**src/rtl/reset_seq_pkg.sv**
```systemverilog
// Shared types and helpers for the ordered reset-release sequencer.
package reset_seq_pkg;

  // Sequencer phases: hold all resets, wait for a stage ack, inter-stage gap,
  // fully released, and ack-timeout fault.
  typedef enum logic [2:0] {
    ASSERT   = 3'd0,
    WAIT_ACK = 3'd1,
    GAP      = 3'd2,
    RUN      = 3'd3,
    FAULT    = 3'd4
  } seq_state_e;

  // Width of a stage index; never narrower than one bit.
  function automatic int stg_w(input int n);
    return (n <= 1) ? 1 : $clog2(n);
  endfunction

endpackage

```
**src/rtl/reset_sequencer_if.sv**
```systemverilog
// Stage-reset bundle between the sequencer (slave) and the SoC/stages (master).
// Handshake: each stage_rst[i] falls once; the stage answers by raising
// stage_ack[i] (level, synchronous to clk) and holds it; the sequencer samples
// stage_ack[i] only while waiting on stage i, so early or late acks are both
// legal, and acks are ignored once the whole sequence is done.
interface reset_sequencer_if #(
  parameter int NUM_STAGES = 4,
  parameter int STG_W      = reset_seq_pkg::stg_w(NUM_STAGES)
);
  import reset_seq_pkg::*;

  logic                  soft_rst_req;
  logic [NUM_STAGES-1:0] stage_ack;
  logic [NUM_STAGES-1:0] stage_rst;
  logic                  seq_done;
  logic                  seq_fault;
  logic [STG_W-1:0]      fault_stage;
  seq_state_e            dbg_state;

  modport master (
    output soft_rst_req, stage_ack,
    input  stage_rst, seq_done, seq_fault, fault_stage, dbg_state
  );

  modport slave (
    input  soft_rst_req, stage_ack,
    output stage_rst, seq_done, seq_fault, fault_stage, dbg_state
  );

endinterface

```
**src/rtl/seq_timer.sv**
```systemverilog
// Shared cycle counter for hold, gap and ack-timeout phases. The terminal
// count flag compares the current count against a limit chosen by the FSM.
module seq_timer #(
  parameter int CNT_W = 8
) (
  input  logic             clk,
  input  logic             rst,
  input  logic             i_clr,
  input  logic             i_en,
  input  logic [CNT_W-1:0] i_limit,
  output logic             o_tc
);

  logic [CNT_W-1:0] r_cnt;

  // Count up while enabled; clear has priority over enable.
  always_ff @(posedge clk or posedge rst) begin
    if (rst) begin
      r_cnt <= '0;
    end else if (i_clr) begin
      r_cnt <= '0;
    end else if (i_en) begin
      r_cnt <= r_cnt + CNT_W'(1);
    end
  end

  assign o_tc = (r_cnt == i_limit);

endmodule

```
**src/rtl/reset_sequencer.sv**
```systemverilog
// Ordered reset-release sequencer: holds every stage in reset for a minimum
// time, then releases stages one at a time, each after the previous stage
// acknowledged plus a gap. Reports completion and ack timeouts.
module reset_sequencer
  import reset_seq_pkg::*;
#(
  parameter int NUM_STAGES  = 4,
  parameter int HOLD_CYCLES = 16,
  parameter int GAP_CYCLES  = 8,
  parameter int ACK_TIMEOUT = 255,
  parameter int CNT_W       = 8
) (
  input  logic              clk,
  input  logic              rst,
  reset_sequencer_if.slave  bus
);

  localparam int STG_W = stg_w(NUM_STAGES);
  localparam logic [CNT_W-1:0] L_HOLD = CNT_W'(HOLD_CYCLES - 1);
  localparam logic [CNT_W-1:0] L_GAP  = CNT_W'(GAP_CYCLES - 1);
  // With timeout disabled the limit is unused; the counter simply wraps.
  localparam logic [CNT_W-1:0] L_ACK  = (ACK_TIMEOUT == 0) ? '0 : CNT_W'(ACK_TIMEOUT - 1);
  localparam bit TIMEOUT_EN = (ACK_TIMEOUT != 0);
  localparam logic [STG_W-1:0] LAST_IDX = STG_W'(NUM_STAGES - 1);

  seq_state_e            r_state;
  logic [STG_W-1:0]      r_idx;
  logic [NUM_STAGES-1:0] r_stage_rst;
  logic                  r_done;
  logic                  r_fault;
  logic [STG_W-1:0]      r_fault_stage;

  seq_state_e            w_state_nxt;
  logic [STG_W-1:0]      w_idx_nxt;
  logic [STG_W-1:0]      w_idx_inc;
  logic [NUM_STAGES-1:0] w_stage_rst_nxt;
  logic                  w_done_nxt;
  logic                  w_fault_nxt;
  logic [STG_W-1:0]      w_fault_stage_nxt;
  logic                  w_tmr_clr;
  logic                  w_tmr_en;
  logic [CNT_W-1:0]      w_tmr_limit;
  logic                  w_tmr_tc;

  assign w_idx_inc = r_idx + STG_W'(1);

  seq_timer #(.CNT_W(CNT_W)) u_timer (
    .clk     (clk),
    .rst     (rst),
    .i_clr   (w_tmr_clr),
    .i_en    (w_tmr_en),
    .i_limit (w_tmr_limit),
    .o_tc    (w_tmr_tc)
  );

  // Terminal-count limit for the phase currently being timed.
  always_comb begin
    w_tmr_limit = L_HOLD;
    case (r_state)
      WAIT_ACK: w_tmr_limit = L_ACK;
      GAP:      w_tmr_limit = L_GAP;
      default:  w_tmr_limit = L_HOLD;
    endcase
  end

  // Next state, timer control and next output values; soft request wins
  // over everything in the current state, ack acceptance wins over timeout.
  always_comb begin
    w_state_nxt       = r_state;
    w_idx_nxt         = r_idx;
    w_stage_rst_nxt   = r_stage_rst;
    w_done_nxt        = r_done;
    w_fault_nxt       = r_fault;
    w_fault_stage_nxt = r_fault_stage;
    w_tmr_clr         = 1'b0;
    w_tmr_en          = 1'b0;

    if (bus.soft_rst_req) begin
      w_state_nxt     = ASSERT;
      w_idx_nxt       = '0;
      w_stage_rst_nxt = '1;
      w_done_nxt      = 1'b0;
      w_fault_nxt     = 1'b0;
      w_tmr_clr       = 1'b1;
    end else begin
      case (r_state)
        ASSERT: begin
          w_stage_rst_nxt = '1;
          if (w_tmr_tc) begin
            w_stage_rst_nxt[0] = 1'b0;
            w_tmr_clr          = 1'b1;
            w_state_nxt        = WAIT_ACK;
          end else begin
            w_tmr_en = 1'b1;
          end
        end
        WAIT_ACK: begin
          if (bus.stage_ack[r_idx]) begin
            w_tmr_clr = 1'b1;
            if (r_idx == LAST_IDX) begin
              w_state_nxt = RUN;
              w_done_nxt  = 1'b1;
            end else begin
              w_state_nxt = GAP;
            end
          end else if (TIMEOUT_EN && w_tmr_tc) begin
            w_state_nxt       = FAULT;
            w_stage_rst_nxt   = '1;
            w_fault_nxt       = 1'b1;
            w_fault_stage_nxt = r_idx;
            w_tmr_clr         = 1'b1;
          end else begin
            w_tmr_en = 1'b1;
          end
        end
        GAP: begin
          if (w_tmr_tc) begin
            w_idx_nxt                  = w_idx_inc;
            w_stage_rst_nxt[w_idx_inc] = 1'b0;
            w_tmr_clr                  = 1'b1;
            w_state_nxt                = WAIT_ACK;
          end else begin
            w_tmr_en = 1'b1;
          end
        end
        default: begin
          // RUN and FAULT park here until a soft request or rst.
          w_tmr_clr = 1'b1;
        end
      endcase
    end
  end

  // State, index and registered outputs.
  always_ff @(posedge clk or posedge rst) begin
    if (rst) begin
      r_state       <= ASSERT;
      r_idx         <= '0;
      r_stage_rst   <= '1;
      r_done        <= 1'b0;
      r_fault       <= 1'b0;
      r_fault_stage <= '0;
    end else begin
      r_state       <= w_state_nxt;
      r_idx         <= w_idx_nxt;
      r_stage_rst   <= w_stage_rst_nxt;
      r_done        <= w_done_nxt;
      r_fault       <= w_fault_nxt;
      r_fault_stage <= w_fault_stage_nxt;
    end
  end

  assign bus.stage_rst   = r_stage_rst;
  assign bus.seq_done    = r_done;
  assign bus.seq_fault   = r_fault;
  assign bus.fault_stage = r_fault_stage;
  assign bus.dbg_state   = r_state;

endmodule
```
**src/flat_wrapper.sv**
```systemverilog
// flat-port wrapper written by rule: the top's interface ports become plain ports
module reset_sequencer_flat import reset_seq_pkg::*;
#(
  parameter int NUM_STAGES  = 4,
  parameter int HOLD_CYCLES = 16,
  parameter int GAP_CYCLES  = 8,
  parameter int ACK_TIMEOUT = 255,
  parameter int CNT_W       = 8
)
  (clk, rst, bus_soft_rst_req, bus_stage_ack, bus_stage_rst, bus_seq_done, bus_seq_fault, bus_fault_stage, bus_dbg_state);
  reset_sequencer_if #(.NUM_STAGES(NUM_STAGES)) bus_i ();
  input  logic clk;
  input  logic rst;
  input wire logic [$bits(bus_i.soft_rst_req)-1:0] bus_soft_rst_req;
  input wire logic [$bits(bus_i.stage_ack)-1:0] bus_stage_ack;
  output wire logic [$bits(bus_i.stage_rst)-1:0] bus_stage_rst;
  output wire logic [$bits(bus_i.seq_done)-1:0] bus_seq_done;
  output wire logic [$bits(bus_i.seq_fault)-1:0] bus_seq_fault;
  output wire logic [$bits(bus_i.fault_stage)-1:0] bus_fault_stage;
  output wire logic [$bits(bus_i.dbg_state)-1:0] bus_dbg_state;
  assign bus_i.soft_rst_req = bus_soft_rst_req;
  assign bus_i.stage_ack = bus_stage_ack;
  assign bus_stage_rst = bus_i.stage_rst;
  assign bus_seq_done = bus_i.seq_done;
  assign bus_seq_fault = bus_i.seq_fault;
  assign bus_fault_stage = bus_i.fault_stage;
  assign bus_dbg_state = bus_i.dbg_state;
  reset_sequencer #(.NUM_STAGES(NUM_STAGES), .HOLD_CYCLES(HOLD_CYCLES), .GAP_CYCLES(GAP_CYCLES), .ACK_TIMEOUT(ACK_TIMEOUT), .CNT_W(CNT_W)) u_core (.clk(clk), .rst(rst), .bus(bus_i));
endmodule
```
**config.mk**
```make
export PLATFORM = sky130hd
export DESIGN_NAME = reset_sequencer_flat
export DESIGN_NICKNAME = d
export VERILOG_FILES = /design/src/rtl/reset_seq_pkg.sv /design/src/rtl/reset_sequencer_if.sv /design/src/rtl/seq_timer.sv /design/src/rtl/reset_sequencer.sv /design/src/flat_wrapper.sv
export SDC_FILE = /design/constraint.sdc
export NUM_CORES = 1
export LEC_CHECK = 0
export ABC_AREA = 1
export ABC_CLOCK_PERIOD_IN_PS = 1410
export BUFFER_PORTS_ARGS = -buffer_cell sky130_fd_sc_hd__buf_2
export CAP_MARGIN = 10
export CORE_MARGIN = 4
export CORE_UTILIZATION = 30
export CTS_CLUSTER_SIZE = 24
export DETAILED_ROUTE_END_ITERATION = 16
export GPL_ROUTABILITY_DRIVEN = 1
export PLACE_DENSITY = 0.6
export SYNTH_ARGS = -nofsm -noshare
export SYNTH_HDL_FRONTEND = slang
export SYNTH_SLANG_ARGS = --single-unit
```
**constraint.sdc**
```tcl
create_clock -name clk -period 1.41 [get_ports clk]
set_input_delay 0.141 -clock clk [delete_from_list [all_inputs] [get_ports clk]]
set_output_delay 0.141 -clock clk [all_outputs]
set_load 0.05 [all_outputs]
```
==> results_dict.tcl <==
set metrics [dict create \
    hold_slack_ns 0.186 \
    place_inst 248 \
    grt_pass1_vias 1047 \
    synth_cell_type_count 25 \
    reg2regPathDepth 8 \
    p_sw_mw 1.38 \
    finalCriticalPeriod_ns 1.45 \
    clock-root-buffer "clkbuf_8" \
    clk_latency_ns 0.26 \
    max_slew_margin_pct 78.2 \
    drive_above_1_share_pct 50.5 \
    clock-sinks 21 \
    syn_area_per_cell_um2 7.84 \
    finalWorstSetupSlack_ns -0.0361 \
    first_iter_violations 42 \
    nets 224 \
    via_count 1129 \
    port_buffers 17 \
    cp_max_fo 3 \
    synth-seq-cells 21 \
    leakage_nw 0.863 \
    start_kind "flip-flop" \
    synth_top_flop_cell "dfrtp_1" \
    async_flop_share_pct 100 \
    area_growth_pct 40.9 \
    grt.total_usage_pct 11.4 \
    coreArea_mm2 0.00406 \
    start_util_pct 31.5 \
    tritoncts "yes" \
    n_antenna_cell 0 \
    drv_slew 0 \
    r2r_slack_ns -0.04 \
    status "finished, violations left" \
    crit_end "u_core.u_timer.r_cnt[6]" \
    power_frac_seq_pct 29.0 \
    finalSetupViolations 2 \
    fin_skew_ns 0.00522 \
    drt_wl_total_um 2820 \
    min_path_type "in -> reg" \
    htree_levels 1 \
    failed_checks "negative setup slack" \
    synth_commonest_cells "nand2_1 (41), inv_1 (21), nor2_1 (18)" \
    swShare_pct 45.6 \
    clk_pin_slew_ns 0.08 \
    cts_buffers 3 \
    synth_area_leaders "dfrtp_1 (33%), nand2_1 (12%), dfstp_2 (8.2%)" \
    clkPwrFrac_pct 13.3 \
    drtAntennaViolNets 0 \
    fin_util_pct 44.4 \
    overflow 0 \
    via_per_inst 4.34 \
    fin_cells 260 \
    ys_seq_area_share_pct 41.5 \
    die_width_um 73.3 \
    dieHeight_um 73.3 \
    r2r_start "u_core.u_timer.r_cnt[0]" \
    crit_arrival_ns 1.64 \
    die_area_mm2 0.00537 \
    synth_top_area_cell "dfrtp_1" \
    power.share.combinational_pct 57.7 \
    drt_first_pass_iters 4 \
    r2r-end "u_core.u_timer.r_cnt[6]" \
    setup_tns_ns -0.0683 \
    num_rows 23 \
    drc 0 \
    fin_crit_sh_pct 103 \
    antenna_found_initial 0 \
    gp_congestion 0.801 \
    synth_fp_nets 176 \
    power_density_mw_per_mm2 1680 \
    max_freq_ghz 0.692 \
    io_pins 18 \
    worstSetupEndpointType "flip-flop" \
    dp_hpwl_um 2110 \
    synth_top_area_share_pct 33.3 \
    path_class "reg -> reg" \
    crit_start "u_core.u_timer.r_cnt[0]" \
    vdd_drop_max_uv 1360 \
    synthCells 163 \
    power_mw 3.04 \
    maxCapViolCount 0 \
    worstMarginPinSlew_ns 0.325 \
    grt_pass1_wl_um 4880 \
    internal-power_mw 1.65 \
    synthesis.area_mm2 0.00128 \
    synth_edf_count 0 \
    rsz0062_at_grt "yes" \
    yosys_warnings 0 \
    cts_buffer_depth 2 \
    grt_max_degree 22 \
    cp.required_ns 1.61 \
    hold_viol 0 \
    wire_per_inst_um 10.8 \
    yosysMostFrequentCell "nand2_1" \
]
[critical path, cell delays in order, from the launching register on]
cell and delay (ns):
dfrtp_1 0.38, ha_2 0.18, nand2_1 0.06, inv_2 0.06, nand2_1 0.07, nor2_2 0.15, nand2_1 0.07, or2_2 0.28
a21oi_2 0.11
[power groups by stage]
stage	combinational, mW	sequential, mW	clock [mW]
final	1.75	0.880	0.403
after global routing	1.92	0.898	0.457
after CTS	1.61	0.879	0.430
after detailed placement	1.49	0.902	0
after global placement	1.49	0.898	0
after floorplan	0.742	1.18	0
[worst min path at each step]
stage / endpoint / start / cells after the start
final: u_core.bus.seq_done / bus_soft_rst_req / 2
after global routing: u_core.bus.seq_done / bus_soft_rst_req / 2
after CTS: u_core.bus.seq_done / bus_soft_rst_req / 2
after detailed placement: u_core.u_timer.r_cnt[7] / rst / 3
after global placement: u_core.u_timer.r_cnt[7] / rst / 3
after floorplan: u_core.bus.fault_stage[0] / rst / 1
[cells in the final DEF (no fill, tap or decap), drive strengths merged]
| master | n |
|---|---|
| clkbuf | 3 |
| o21ai | 15 |
| nand3 | 9 |
| nor3b | 1 |
| nand4 | 2 |
| nor2 | 20 |
| dfstp | 4 |
| buf | 42 |
| nand2 | 48 |
| a31oi | 1 |
| or2 | 1 |
| nor3 | 3 |
| a21oi | 8 |
| dfrtp | 17 |
| ha | 6 |
| inv | 27 |
| dlygate4sd3 | 1 |
| clkinv | 2 |
[area by class of cell]
| type | count | area [um^2] |
|---|---|---|
| fillers | 385 | 2260 |
| multi-input cells | 114 | 756 |
| flip-flops and latches | 21 | 534 |
| repair buffers | 43 | 295 |
| inverters | 28 | 108 |
| well taps | 50 | 62.6 |
| clock buffers | 3 | 41.3 |
| clock inverters | 1 | 5.00 |
[flip-flops by register name (all words and copies together), names as in the netlist]
name and count:
u_core.u_timer.r_cnt 8, u_core.bus.dbg_state 3, u_core.bus.stage_rst 4, u_core.bus.seq_fault 1
u_core.r_idx 2, u_core.bus.fault_stage 2, u_core.bus.seq_done 1
[per-stage QoR]
step	worst slack (ns)	cell area [um^2]
floorplan	-0.0984	1300
global placement	-0.0550	1580
detailed placement	-0.0608	1580
CTS	-0.0199	1690
global route	-0.126	1800
finish	-0.0361	1800
[timing repair]
item | 4_1_cts | 5_1_grt
hold endpoints to repair | 17 | 0
buffers inserted | 4 | 3
endpoints found under the setup margin | 14 | 20
hold buffers | 1 | 0
pin swaps | 1 | 6
gates resized for setup | 5 | 24
[cell families (layout without fill, tap and decap cells)]
group	count (synthesis)	count (layout)	share of synthesized area (%)
adder cells (fa/ha/maj)	6	6	5.87
AO/OA/AOI/OAI	24	24	11.5
flip-flops	21	21	41.5
AND/OR/NAND/NOR	84	84	32.9
buffers and inverters	28	75	8.22
[layer usage]
metal  global-route usage (%)  routed length (um)  vias up  part of all wire (%)
met5                        0                   0        -                     0
met4                     1.84                  12        0                  0.43
met3                     2.87                  93        2                   3.3
met2                     18.2                1400       15                    50
met1                     15.9                1320      505                    47
li1                         -                   -      607                     -
No activity file was read; power rests on OpenSTA's default activity.
